===== src/rtl/airlock_pkg.sv =====
// airlock_pkg: shared airlock state encoding and timing defaults
package airlock_pkg;
  typedef enum logic [2:0] {
    IDLE,
    INNER_OPEN,
    INNER_CLOSE,
    EVACUATE,
    OUTER_OPEN,
    OUTER_CLOSE,
    REPRESS,
    FAULT
  } state_t;
  localparam int DEPRESS_CYCLES_DEF = 8;
  localparam int DOOR_TIMEOUT_DEF = 16;
endpackage


===== src/rtl/sync_2ff.sv =====
// sync_2ff: two-flop synchroniser for one asynchronous input, resets to 0
module sync_2ff (
  input  logic clk,
  input  logic rst,
  input  logic d,
  output logic q
);
  logic meta;
  // shift the raw level through two flops before anyone uses it
  always_ff @(posedge clk) {q, meta} <= rst ? 2'b00 : {meta, d};
endmodule


===== src/rtl/airlock_egress_seq.sv =====
// airlock_egress_seq: egress door/pump sequencer with interlocked actuator commands
module airlock_egress_seq
  import airlock_pkg::*;
#(
  parameter int DEPRESS_CYCLES = DEPRESS_CYCLES_DEF,
  parameter int DOOR_TIMEOUT = DOOR_TIMEOUT_DEF
) (
  input  logic clk,
  input  logic rst,
  input  logic req,
  input  logic abort,
  input  logic occ,
  input  logic inner_closed,
  input  logic outer_closed,
  output logic inner_open,
  output logic outer_open,
  output logic evac,
  output logic press,
  output logic busy,
  output logic done,
  output logic fault
);
  localparam int CW = $clog2((DEPRESS_CYCLES > DOOR_TIMEOUT ? DEPRESS_CYCLES : DOOR_TIMEOUT) + 1);
  localparam logic [CW-1:0] DEP_LAST = CW'(DEPRESS_CYCLES - 1);
  localparam logic [CW-1:0] TMO_LAST = CW'(DOOR_TIMEOUT - 1);
  logic req_s, abort_s, occ_s, inner_closed_s, outer_closed_s;
  logic cancel, cancel_nxt;
  logic [CW-1:0] cnt;
  state_t state, nxt;
  sync_2ff u_req (.clk(clk), .rst(rst), .d(req), .q(req_s));
  sync_2ff u_abort (.clk(clk), .rst(rst), .d(abort), .q(abort_s));
  sync_2ff u_occ (.clk(clk), .rst(rst), .d(occ), .q(occ_s));
  sync_2ff u_inner (.clk(clk), .rst(rst), .d(inner_closed), .q(inner_closed_s));
  sync_2ff u_outer (.clk(clk), .rst(rst), .d(outer_closed), .q(outer_closed_s));
  // next state; abort beats occupancy and dwell expiry, a closing sensor beats its timeout
  always_comb begin
    nxt = state;
    cancel_nxt = cancel;
    case (state)
      IDLE:        nxt = req_s ? INNER_OPEN : IDLE;
      INNER_OPEN: begin
        cancel_nxt = cancel | abort_s;
        nxt = (abort_s || occ_s) ? INNER_CLOSE : INNER_OPEN;
      end
      INNER_CLOSE: nxt = inner_closed_s ? (cancel ? IDLE : EVACUATE) : (cnt == TMO_LAST ? FAULT : INNER_CLOSE);
      EVACUATE: begin
        cancel_nxt = cancel | abort_s;
        nxt = abort_s ? REPRESS : (cnt == DEP_LAST ? OUTER_OPEN : EVACUATE);
      end
      OUTER_OPEN:  nxt = occ_s ? OUTER_OPEN : OUTER_CLOSE;
      OUTER_CLOSE: nxt = outer_closed_s ? REPRESS : (cnt == TMO_LAST ? FAULT : OUTER_CLOSE);
      REPRESS:     nxt = cnt == DEP_LAST ? IDLE : REPRESS;
      default:     nxt = FAULT;
    endcase
    if (nxt == IDLE) cancel_nxt = 1'b0;
  end
  // state, shared dwell/timeout counter and outputs registered from the next state
  always_ff @(posedge clk) begin
    if (rst) begin
      state <= IDLE;
      cnt <= '0;
      cancel <= 1'b0;
      {inner_open, outer_open, evac, press, busy, done, fault} <= '0;
    end else begin
      state <= nxt;
      cnt <= nxt != state ? '0 : cnt + 1'b1;
      cancel <= cancel_nxt;
      inner_open <= nxt == INNER_OPEN;
      outer_open <= nxt == OUTER_OPEN;
      evac <= nxt == EVACUATE;
      press <= nxt == REPRESS || nxt == FAULT;
      busy <= nxt != IDLE;
      done <= state == REPRESS && nxt == IDLE && !cancel;
      fault <= nxt == FAULT;
    end
  end
endmodule


===== config.mk =====
export PLATFORM = sky130hd
export DESIGN_NAME = airlock_egress_seq
export DESIGN_NICKNAME = d
export VERILOG_FILES = /design/src/rtl/airlock_pkg.sv /design/src/rtl/sync_2ff.sv /design/src/rtl/airlock_egress_seq.sv
export SDC_FILE = /design/constraint.sdc
export NUM_CORES = 1
export LEC_CHECK = 0
export CAP_MARGIN = 30
export CORE_MARGIN = 1
export CORE_UTILIZATION = 30
export CTS_CLUSTER_SIZE = 25
export DETAILED_ROUTE_END_ITERATION = 10
export MAX_ROUTING_LAYER = met4
export PLACE_DENSITY_LB_ADDON = 0.25
export SETUP_SLACK_MARGIN = 0.5
export SYNTH_ARGS = -nofsm -noshare
export SYNTH_HDL_FRONTEND = slang
export SYNTH_HIERARCHICAL = 1
export SYNTH_SLANG_ARGS = --single-unit

===== constraint.sdc =====
create_clock -name clk -period 2.7 [get_ports clk]
set_input_delay 0.675 -clock clk [delete_from_list [all_inputs] [get_ports clk]]
set_output_delay 0.675 -clock clk [all_outputs]
set_load 0.005 [all_outputs]

==> out/metrics.yaml, run 1 <==
area_growth_pct: 23.5
start_kind: "flop"
antenna_found_initial: 0
diodes: 0
globalplace.congestion: 0.935
synth_area_leaders: "dfxtp_1 47%, nor2b_1 8.5%, nor3_1 4.1%"
p_sw_share_pct: 20.8
grt_pass1_wl_um: 3070
cts_setup_buffers: 0
r2r_slack_ps: 600
grt_setup_unrepaired: "false"
synth.top_cell.area_share_pct: 47.2
synthDistinctLibCells: 41
syn-num-nets: 117
p_per_area_nw_per_um2: 540
die_area_um2: 3920
port_buffers: 13
clkPwrFrac_pct: 35.3
row_count: 21
largest_registers: "cnt x5, state x3"
cts_num_sinks: 26
core-area_um2: 3420
finClkSkew_ps: 3.23
overflow: 0
synth_warnings: 6
hold_class: "reg -> reg"
p_sw_mw: 0.153
dieHeight_um: 62.6
wl_per_cell_um: 11.3
ys_ff_latch: 26
synthArstFlopShare_pct: 0
cts_root_buffer: "clkbuf_4"
finalHoldViolCount: 0
final_nets: 131
path_class: "reg -> reg"
synth_area_per_cell_um2: 10.2
cts_tree: "built"
synth_flop_cell: "dfxtp_1"
antenna_left: 0
cp-end-kind: "flop"
die_x_um: 62.6
vdd.ir_drop.worst_mv: 0.250
seqPwrFrac_pct: 56.1
cp.required_ps: 2970
dp_hpwl_um: 1370
combPwrFrac_pct: 8.5
synth.most_common_cell: "dfxtp_1"
grt_max_degree: 18
syn_inst: 108
drc: 0
pin_count: 14
grt_pass1_vias: 715
p_leak_nw: 0.480
largest_reg_flops: 5
p_int_mw: 0.582
setup_viol: 0
cts_buffer_depth: 2
synthTopCellsByCount: "26 x dfxtp_1, 15 x nor2b_1, 9 x nor3_1"
fmax_mhz: 476
power_mw: 0.735
cts_max_level: 1
tightest_slew_ps: 516
grt.total_usage_pct: 9.84
maxCapViolCount: 0
timing.final.crit_period_ps: 2100
routed_wl_um: 1890
cts_buffers: 3
cp_max_fo: 8
yosysTopAreaCell: "dfxtp_1"
synth_edf_count: 0
drive_gt1_share_pct: 15.7
drt-pass1-iter-count: 4
cts.clk_slew.worst_paths_ps: 140
final_max_slew_viol_count: 0
final.setup.tns_ps: 0
worstPathArrival_ps: 2370
dr_total_vias: 814
synth_seq_area_share_pct: 47.2
cts_resized: 0
largest_register: "cnt"
vias_per_cell: 4.87
relSlewSlack_pct: 65.6
status: "finished, final reports clean"
cts_hold_buf: 0
finalCritPeriodShare_pct: 77.8
start_util_pct: 32.3
drtIter0Drc: 18
synth_area_um2: 1100
clock_latency_ps: 310
-- per-layer routing --
layer	share of wire (%)	vias to the layer above	global-route usage, %
li1	-	416	-
met1	48	377	11.8
met2	47	17	15.8
met3	3.5	4	1.82
met4	1.5	0	4.94
met5	0	-	-
-- worst paths after layout --
path / start / endpoint / cells after the start
worst max-delay path: cnt[0] / done / 8
worst max register to register: cnt[0] / done / 8
worst min register to register: cnt[0] / cnt[0] / 1
worst min-delay path: cnt[0] / cnt[0] / 1
-- power groups by stage --
stage | registers (mW) | clock network, mW | logic [mW]
5_1_grt | 0.416 | 0.285 | 0.0679
2_1_floorplan | 0.414 | 0 | 0.0411
3_3_place_gp | 0.419 | 0 | 0.0576
6_report | 0.413 | 0.260 | 0.0626
3_5_place_dp | 0.420 | 0 | 0.0592
4_1_cts | 0.411 | 0.270 | 0.0594
-- worst max-delay path, stage by stage (launching register included) --
cell and delay, ps:
dfxtp_2 350, ha_1 220, and3_2 180, ha_2 190
nor2b_2 170, o2111ai_2 210, o311ai_2 190, nor2_2 300
and4b_1 230
-- final cells by class --
type                            count  area (um^2)
Inverter                            7         26.3
Tap cell                           46         57.6
Clock buffer                        3         22.5
Multi-Input combinational cell     69          558
Timing Repair Buffer               15          145
Fill cell                         356         2050
Clock inverter                      1         30.0
Sequential cell                    26          522
-- kinds of logic (layout without fill, tap and decap cells) --
family,after synthesis,count (layout),share of synthesized area (%)
AO/OA/AOI/OAI,20,20,17.5
XOR/XNOR,2,2,1.59
adder cells (fa/ha/maj),2,2,2.27
buffers and inverters,13,26,5.68
flip-flops,26,26,47.2
multiplexers,1,1,0.908
AND/OR/NAND/NOR,44,44,24.9
-- through the flow --
step           setup WS [ps]  util, %  instances  hold slack (ps)  instance area (um^2)
2_1_floorplan            764        -        108              414                  1100
3_3_place_gp             604     37.1        163              418                  1270
3_5_place_dp             526     37.1        163              425                  1270
4_1_cts                  503     38.7        167              456                  1320
5_1_grt                  512     39.9        167              462                  1360
6_report                 600     39.9        167              437                  1360
-- cell usage in the layout (no fill, tap or decap), drive strengths merged, types with 2 or more instances in the layout --
master         count
nor3              10
clkdlybuf4s50     13
nor3b              2
ha                 2
a31oi              4
nor2               5
o311ai             3
nand3              2
o21ai              2
o41ai              2
nor2b             15
inv                7
clkbuf             3
buf                2
dfxtp             26
nor4               2
a21oi              2
and3               2
(Power assumes the default switching activity.)
==> run 2: changes to the inputs <==
==> constraint.sdc (replaced) <==
create_clock -name clk -period 1.8 [get_ports clk]
set_input_delay 0.45 -clock clk [delete_from_list [all_inputs] [get_ports clk]]
set_output_delay 0.45 -clock clk [all_outputs]
set_load 0.005 [all_outputs]
==> run 2 against run 1 <==
The flow now finishes with violations (negative setup slack); total power is 42% higher; worst setup slack lost 700 ps; via count is 5.9% higher; critical path type unchanged; largest power group unchanged; highest routed layer unchanged.
==> out/metrics.yaml, run 2 (synthesized netlist as in run 1, its figures left out) <==
cp.required_ps: 2040
vias_per_cell: 4.79
vdd.ir_drop.worst_mv: 0.405
core-area_um2: 3420
antenna_left: 0
final_nets: 144
hold_class: "reg -> reg"
cp_max_fo: 5
path_class: "reg -> reg"
relSlewSlack_pct: 66.0
routed_wl_um: 2170
cp-end-kind: "flop"
area_growth_pct: 40.9
grt_pass1_wl_um: 3510
die_area_um2: 3920
largest_reg_flops: 5
tightest_slew_ps: 503
drt-pass1-iter-count: 3
final_cells: 180
finClkSkew_ps: 6.28
mostFrequentLayoutCells: "23 x dfxtp_1, 14 x nor2b_1, 12 x buf_4"
cts_buffers: 3
dp_hpwl_um: 1560
placed_cells: 173
wl_per_cell_um: 12.0
cts_hold_buf: 0
cts_tree: "built"
antenna_found_initial: 0
largest_registers: "cnt x5, state x3"
cts_root_buffer: "clkbuf_4"
grt_pass1_vias: 830
grt_setup_unrepaired: "true"
start_kind: "flop"
globalplace.congestion: 0.947
maxCapViolCount: 0
p_per_area_nw_per_um2: 671
overflow: 0
cts.clk_slew.worst_paths_ps: 120
drc: 0
timing.final.crit_period_ps: 1900
hold_depth: 1
finalHoldViolCount: 0
grt.total_usage_pct: 11.6
start_util_pct: 32.3
row_count: 21
finalCritPeriodShare_pct: 105
diodes: 0
grt_max_degree: 18
r2r_slack_ps: -100
pin_count: 14
cts_num_sinks: 26
clock_latency_ps: 310
violations: "negative setup slack"
fmax_mhz: 527
dieHeight_um: 62.6
largest_register: "cnt"
r2r_cells: 8
layout_commonest_cell: "dfxtp_1"
drive_gt1_share_pct: 43.3
place_ws_ps: -92.7
setup_viol: 9
dr_total_vias: 862
p_leak_nw: 0.568
cts_max_level: 1
fin_ws_ps: -98.5
die_x_um: 62.6
drtIter0Drc: 23
port_buffers: 13
final_max_slew_viol_count: 0
cts_buffer_depth: 2
worstPathArrival_ps: 2140
final.setup.tns_ps: -517
status: "complete, but fails checks"
run 2: critical path: stages (launching register included):
cell,delay [ps]
dfxtp_2,360
ha_4,160
and3_4,150
ha_4,160
nor4bb_2,170
a31oi_2,190
o221ai_2,120
a211o_1,370
nor3_1,150
run 2: power breakdown:
| part | leakage, nW | switching, mW | internal [mW] | total, mW |
|---|---|---|---|---|
| Clock | 0.0210 | 0.159 | 0.124 | 0.282 |
| Sequential | 0.214 | 0.0172 | 0.600 | 0.618 |
| Combinational | 0.334 | 0.0698 | 0.0727 | 0.143 |
| Total | 0.568 | 0.246 | 0.797 | 1.04 |
run 2: layout make-up:
cell class              count  area (um^2)
flip-flops and latches     26          524
clock buffers               4         36.3
multi-input cells          69          689
repair buffers             28          219
fillers                   338         1860
inverters                   7         26.3
well taps                  46         57.6
run 2: layer usage:
layer | part of all wire, % | global-route usage, %
met2 | 46 | 18.2
met4 | 1.5 | 5.81
met1 | 51 | 14.2
met3 | 1.5 | 2.19
met5 | 0 | -
run 2: what timing repair did:
| item | 4_1_cts | 5_1_grt |
|---|---|---|
| gates cloned | 1 | 0 |
| endpoints found under the setup margin | 23 | 18 |
| hold endpoints to repair | 0 | 0 |
| resized for setup | 33 | 14 |
| pin swaps | 7 | 10 |
| setup buffers | 2 | 0 |
run 2: worst paths after layout:
kind / from / end
max: cnt[1] / cnt[4]
min: u_inner/meta / u_inner/q
max reg2reg: cnt[1] / cnt[4]
min reg2reg: u_inner/meta / u_inner/q
run 2: metrics by stage:
step | utilization, % | power (mW) | hold WS [ps] | instance area [um^2]
final | 45.5 | 1.04 | 451 | 1550
after global routing | 45.5 | 1.10 | 469 | 1550
after CTS | 44.0 | 1.04 | 454 | 1500
after detailed placement | 41.6 | 0.748 | 424 | 1420
after global placement | 41.6 | 0.742 | 422 | 1420
after floorplan | - | 0.697 | 414 | 1180
